===== src/rtl/capture_controller.sv =====
// Capture sequencer for the scope sample shift register: gates pushes, detects the
// trigger edge, counts post-trigger samples and freezes the frame until it is displayed.
module capture_controller #(
  parameter int DATA_W       = 10,
  parameter int DEPTH        = 640,
  parameter int TRIG_POS     = 600,
  parameter int AUTO_TIMEOUT = 4096
) (
  input  logic              i_clk,
  input  logic              i_rst_n,
  input  logic              i_sample_valid,
  input  logic [DATA_W-1:0] i_sample,
  input  logic [DATA_W-1:0] i_level,
  input  logic              i_falling,
  input  logic [1:0]        i_mode,
  input  logic              i_arm,
  input  logic              i_stop,
  input  logic              i_frame_done,
  output logic              o_push,
  output logic [2:0]        o_state,
  output logic              o_frame_ready,
  output logic              o_trig_pulse,
  output logic              o_auto_fired
);

  localparam int CNT_W = $clog2(DEPTH + 1);
  localparam int TMO_W = $clog2(AUTO_TIMEOUT + 1);

  localparam logic [2:0] S_IDLE    = 3'd0;
  localparam logic [2:0] S_PREFILL = 3'd1;
  localparam logic [2:0] S_ARMED   = 3'd2;
  localparam logic [2:0] S_POST    = 3'd3;
  localparam logic [2:0] S_HOLD    = 3'd4;

  localparam logic [1:0] MODE_AUTO   = 2'd1;
  localparam logic [1:0] MODE_SINGLE = 2'd2;

  localparam logic [CNT_W-1:0] CNT_ZERO   = {CNT_W{1'b0}};
  localparam logic [CNT_W-1:0] CNT_ONE    = CNT_W'(1);
  localparam logic [CNT_W-1:0] TRIG_POS_C = CNT_W'(TRIG_POS);
  localparam logic [CNT_W-1:0] POST_LEN_C = CNT_W'(DEPTH - 1 - TRIG_POS);
  localparam logic [TMO_W-1:0] TMO_ZERO   = {TMO_W{1'b0}};
  localparam logic [TMO_W-1:0] TMO_ONE    = TMO_W'(1);
  localparam logic [TMO_W-1:0] TMO_LIMIT  = TMO_W'(AUTO_TIMEOUT);

  logic [2:0]        state_r,    state_s;
  logic [CNT_W-1:0]  pre_cnt_r,  pre_cnt_s;
  logic [CNT_W-1:0]  post_cnt_r, post_cnt_s;
  logic [TMO_W-1:0]  tmo_cnt_r,  tmo_cnt_s;
  logic [DATA_W-1:0] prev_r;
  logic              prev_valid_r;
  logic              trig_pulse_r, trig_s;
  logic              auto_fired_r, auto_s;
  logic              frame_ready_r;
  logic              capturing_s, push_s;
  logic              rise_s, fall_s, hit_s;

  // Push gating and edge detection against the previous valid sample
  always_comb begin
    capturing_s = (state_r == S_PREFILL) || (state_r == S_ARMED) || (state_r == S_POST);
    push_s      = i_sample_valid & capturing_s & ~i_stop;
    rise_s      = prev_valid_r & (prev_r <  i_level) & (i_sample >= i_level);
    fall_s      = prev_valid_r & (prev_r >= i_level) & (i_sample <  i_level);
    if (i_falling) begin
      hit_s = fall_s;
    end else begin
      hit_s = rise_s;
    end
  end

  // Next-state and counter logic; i_stop overrides everything
  always_comb begin
    state_s    = state_r;
    pre_cnt_s  = pre_cnt_r;
    post_cnt_s = post_cnt_r;
    tmo_cnt_s  = tmo_cnt_r;
    trig_s     = 1'b0;
    auto_s     = 1'b0;
    if (i_stop) begin
      state_s    = S_IDLE;
      pre_cnt_s  = CNT_ZERO;
      post_cnt_s = CNT_ZERO;
      tmo_cnt_s  = TMO_ZERO;
    end else begin
      case (state_r)
        S_IDLE: begin
          if (i_arm) begin
            state_s   = S_PREFILL;
            pre_cnt_s = CNT_ZERO;
          end else begin
            state_s = S_IDLE;
          end
        end
        S_PREFILL: begin
          // With the trigger at column 0 there is nothing to prefill
          if (TRIG_POS_C == CNT_ZERO) begin
            state_s   = S_ARMED;
            tmo_cnt_s = TMO_ZERO;
          end else if (push_s) begin
            pre_cnt_s = pre_cnt_r + CNT_ONE;
            if (pre_cnt_s == TRIG_POS_C) begin
              state_s   = S_ARMED;
              tmo_cnt_s = TMO_ZERO;
            end else begin
              state_s = S_PREFILL;
            end
          end else begin
            state_s = S_PREFILL;
          end
        end
        S_ARMED: begin
          if (push_s) begin
            if (hit_s) begin
              trig_s = 1'b1;
            end else if (i_mode == MODE_AUTO) begin
              tmo_cnt_s = tmo_cnt_r + TMO_ONE;
              if (tmo_cnt_s == TMO_LIMIT) begin
                trig_s = 1'b1;
                auto_s = 1'b1;
              end else begin
                trig_s = 1'b0;
              end
            end else begin
              trig_s = 1'b0;
            end
            if (trig_s) begin
              post_cnt_s = POST_LEN_C;
              if (POST_LEN_C == CNT_ZERO) begin
                state_s = S_HOLD;
              end else begin
                state_s = S_POST;
              end
            end else begin
              state_s = S_ARMED;
            end
          end else begin
            state_s = S_ARMED;
          end
        end
        S_POST: begin
          if (push_s) begin
            post_cnt_s = post_cnt_r - CNT_ONE;
            if (post_cnt_s == CNT_ZERO) begin
              state_s = S_HOLD;
            end else begin
              state_s = S_POST;
            end
          end else begin
            state_s = S_POST;
          end
        end
        S_HOLD: begin
          if (i_frame_done) begin
            if (i_mode == MODE_SINGLE) begin
              state_s = S_IDLE;
            end else begin
              state_s   = S_PREFILL;
              pre_cnt_s = CNT_ZERO;
            end
          end else begin
            state_s = S_HOLD;
          end
        end
        default: begin
          state_s    = S_IDLE;
          pre_cnt_s  = CNT_ZERO;
          post_cnt_s = CNT_ZERO;
          tmo_cnt_s  = TMO_ZERO;
        end
      endcase
    end
  end

  // State, counters and registered pulse outputs
  always_ff @(posedge i_clk or negedge i_rst_n) begin
    if (!i_rst_n) begin
      state_r       <= S_IDLE;
      pre_cnt_r     <= CNT_ZERO;
      post_cnt_r    <= CNT_ZERO;
      tmo_cnt_r     <= TMO_ZERO;
      trig_pulse_r  <= 1'b0;
      auto_fired_r  <= 1'b0;
      frame_ready_r <= 1'b0;
    end else begin
      state_r       <= state_s;
      pre_cnt_r     <= pre_cnt_s;
      post_cnt_r    <= post_cnt_s;
      tmo_cnt_r     <= tmo_cnt_s;
      trig_pulse_r  <= trig_s;
      auto_fired_r  <= auto_s;
      frame_ready_r <= (state_s == S_HOLD);
    end
  end

  // Previous-sample history runs in every state, independent of capture
  always_ff @(posedge i_clk or negedge i_rst_n) begin
    if (!i_rst_n) begin
      prev_r       <= {DATA_W{1'b0}};
      prev_valid_r <= 1'b0;
    end else if (i_sample_valid) begin
      prev_r       <= i_sample;
      prev_valid_r <= 1'b1;
    end else begin
      prev_r       <= prev_r;
      prev_valid_r <= prev_valid_r;
    end
  end

  assign o_push        = push_s;
  assign o_state       = state_r;
  assign o_frame_ready = frame_ready_r;
  assign o_trig_pulse  = trig_pulse_r;
  assign o_auto_fired  = auto_fired_r;

endmodule


===== config.mk =====
export PLATFORM = sky130hd
export DESIGN_NAME = capture_controller
export DESIGN_NICKNAME = d
export VERILOG_FILES = /design/src/rtl/capture_controller.sv
export SDC_FILE = /design/constraint.sdc
export NUM_CORES = 1
export LEC_CHECK = 0
export BUFFER_PORTS_ARGS = -buffer_cell sky130_fd_sc_hd__buf_2
export CAP_MARGIN = 20
export CORE_AREA = 5 5 114 116
export DETAILED_ROUTE_END_ITERATION = 10
export DIE_AREA = 0 0 119 121
export GPL_ROUTABILITY_DRIVEN = 1
export GPL_TIMING_DRIVEN = 0
export REMOVE_ABC_BUFFERS = 1
export SLEW_MARGIN = 20
export SYNTH_ARGS = -nofsm -noshare
export SYNTH_HDL_FRONTEND = slang
export SYNTH_SLANG_ARGS = --single-unit

===== constraint.sdc =====
create_clock -name i_clk -period 2.89 [get_ports i_clk]
set_clock_uncertainty 0.05 [all_clocks]
set_input_delay 0.1445 -clock i_clk [delete_from_list [all_inputs] [get_ports i_clk]]
set_output_delay 0.1445 -clock i_clk [all_outputs]
set_load 0.01 [all_outputs]

==> impl_metrics.toml <==
[status]
status = "finished clean"

[clocking]
clkTransAtPathRegs_ns = 0.07
clk_latency_ns = 0.29
cts.sinks = 50
cts_buffer_depth = 2
htree_levels = 2
cts_root_buffer = "clkbuf_16"
cts_setup_buffers = 0
cts_tree = "done"
numCtsBuffers = 5

[finish]
syn2layout_area_growth_pct = 13.5
final_cell_area_mm2 = 0.00390
n_antenna_cell = 0
final_layout_size_suffix_gt1_share_pct = 16.3
fin_cells = 565
final_nets = 471

[yosys]
ys_seq_elements = 50
synth_most_common_cell = "dfrtp_1"
seq_area_frac_synth_pct = 36.4
yosys-top-cells-area = "dfrtp_1, ha_1, nand2_1, nor2_1, o21ai_0"
synth_compound_area_share_pct = 22.0
synth-edff-count = 0
yosysWarnings = 0
async_reset_ff_share_pct = 100
synth_top_area_cell = "dfrtp_1"
synthAdderAreaFrac_pct = 9.09
synth_common_cells = "dfrtp_1, nand2_1, nor2_1"
synth_top_area_share_pct = 36.4
netlist_instances = 391
synth_top_family_by_area = "simple AND/OR/NAND/NOR gates"
syn_area_per_cell_um2 = 8.80
synth_area_mm2 = 0.00344
ys.flop_type = "dfrtp_1"
synth.area.mux_share_pct = 3.82
synthXorXnorAreaFrac_pct = 1.27
ys_types = 63
synth-simple-area-share_pct = 22.3

[place]
dp.final_hpwl_mm = 5.72
pre_cts_ws_ns = -0.0482
globalplace.congestion = 0.816
place_area_mm2 = 0.00373
numPortBuffers = 35
place_inst = 556

[floorplan]
initial_core_util_pct = 29.1
die-width_um = 119
io_pins = 36
fp.coreArea_mm2 = 0.0118
rows = 40
die_y_um = 121
dieArea_mm2 = 0.0144

[sta]
setup_viol = 0
period_needed_ns = 2.69
drv_slew = 0
tightest_slew_ns = 0.900
relSlewSlack_pct = 40.0
fin_ws_ns = 0.204
grt_setup_unrepaired = "false"
fmax_mhz = 372
period_share_pct = 92.9
finalHoldViolations = 0

[power]
p_leak_nw = 1.74
irDropWorstVdd_mv = 0.223
p_total_mw = 1.56
p_per_area_mw_per_mm2 = 398

[grt]
grt-ovfl-total = 0
grt_pass1_wl_mm = 13.7
grt_pass1_vias = 2971
grt_usage_pct = 11.2
grt_max_degree = 51
antenna_found_initial = 0

[route]
ant_nets = 0
routedWlPerCell_um = 14.1
wl_mm = 7.98
drtIter0Drc = 214
via_per_inst = 5.31
drc = 0
dr_total_vias = 3000
first_pass_iters = 5

[worst_setup_path]
worst_setup_path_end_kind = "register"
crit_fanout = 18
crit_path_start_kind = "register"
arrival_ns = 2.82
worstPathRequired_ns = 3.03
critical_path_class = "register to register"
reg2reg_from = "prev_r[3]"
crit_start = "prev_r[3]"

[run]
cap_violations = 0

[min_path]
min_path_type = "input pin to register"
worstHoldStart = "i_sample[0]"
-- worst max-delay path, cell delays in order, from the launching register on --
cell and delay [ns]:
dfrtp_1 0.39, ha_1 0.30, a21oi_1 0.17, o21a_1 0.13
o221ai_1 0.13, o211a_1 0.26, o21ai_4 0.47, a21boi_0 0.32
o31a_1 0.36
-- power by group --
group          leakage, nW  switching [mW]  internal [mW]
clock               0.0708           0.272          0.322
sequential           0.667          0.0197          0.718
combinational         1.00           0.134         0.0891
total                 1.74           0.426           1.13
-- sequential cells by signal, indices dropped and copies added (netlist names) --
register / cells
prev_r: 10
o_trig_pulse: 1
pre_cnt_r: 10
tmo_cnt_r: 13
prev_valid_r: 1
post_cnt_r: 10
o_frame_ready: 1
o_state: 3
o_auto_fired: 1
-- per-layer routing --
| layer | wire [um] | up-vias | share of wire, % | GRT usage (%) |
|---|---|---|---|---|
| met2 | 3850 | 54 | 48 | 19.1 |
| li1 | - | 1506 | - | - |
| met5 | 0 | - | 0 | 0 |
| met4 | 121 | 0 | 1.5 | 5.00 |
| met3 | 267 | 7 | 3.3 | 1.63 |
| met1 | 3740 | 1433 | 47 | 14.1 |
-- cell families after synthesis --
| kind of cell | after synthesis |
|---|---|
| mux | 12 |
| simple gates | 145 |
| xor+xnor | 5 |
| fa+ha+maj | 25 |
| compound gates | 109 |
| flops | 50 |
| buf+inv | 45 |
-- cells in the final DEF, fill, tap and decap left out, types with 3 or more instances in the layout --
master	instances
a21oi_1	21
nand2b_1	4
o31ai_1	4
ha_1	25
nand2_1	36
clkbuf_16	5
buf_2	34
o21a_1	7
a211oi_1	3
nor2_1	31
mux2_2	9
xnor2_1	3
nor4_2	3
a31oi_1	12
o211a_1	3
a41oi_1	9
nor3_1	11
nor4_1	4
inv_1	28
o41ai_1	4
nand4_1	9
and3_1	13
o22ai_1	4
nand3_1	12
dfrtp_1	50
or2_2	3
mux2i_1	3
o21ai_0	22
-- timing repair --
| action | 4_1_cts | 5_1_grt |
|---|---|---|
| hold buffers | 1 | 0 |
| resized for setup | 1 | 2 |
| endpoints found under the setup margin | 14 | 4 |
| hold endpoints to repair | 50 | 0 |
-- final timing paths --
| kind | depth (start not counted) | slack [ns] | to |
|---|---|---|---|
| min reg2reg | 1 | 0.45 | post_cnt_r[9] |
| max reg2reg | 8 | 0.20 | o_state[0] |
| max in group asynchronous | 2 | 1.96 | prev_r[6] |
| max | 8 | 0.20 | o_state[0] |
| min | 3 | 0.03 | prev_r[0] |
| min in group asynchronous | 2 | 0.37 | post_cnt_r[3] |
-- cell type report --
| cell class | count | area (um^2) |
|---|---|---|
| clock buffer | 6 | 129 |
| clock inverter | 2 | 13.8 |
| fill | 1218 | 7910 |
| inverter | 28 | 105 |
| multi-input combinational | 296 | 2030 |
| sequential | 50 | 1250 |
| tap | 147 | 184 |
| timing repair buffer | 36 | 188 |
-- through the flow --
stage	TNS, ns	hold slack (ns)	utilization, %
finish	0	0.0308	33.1
global route	0	0.0518	33.1
CTS	0	0.0235	33.0
detailed placement	-0.254	0.183	31.6
global placement	-0.00793	0.318	31.5
floorplan	0	-0.201	-
Power figures use the tool's default switching activity.
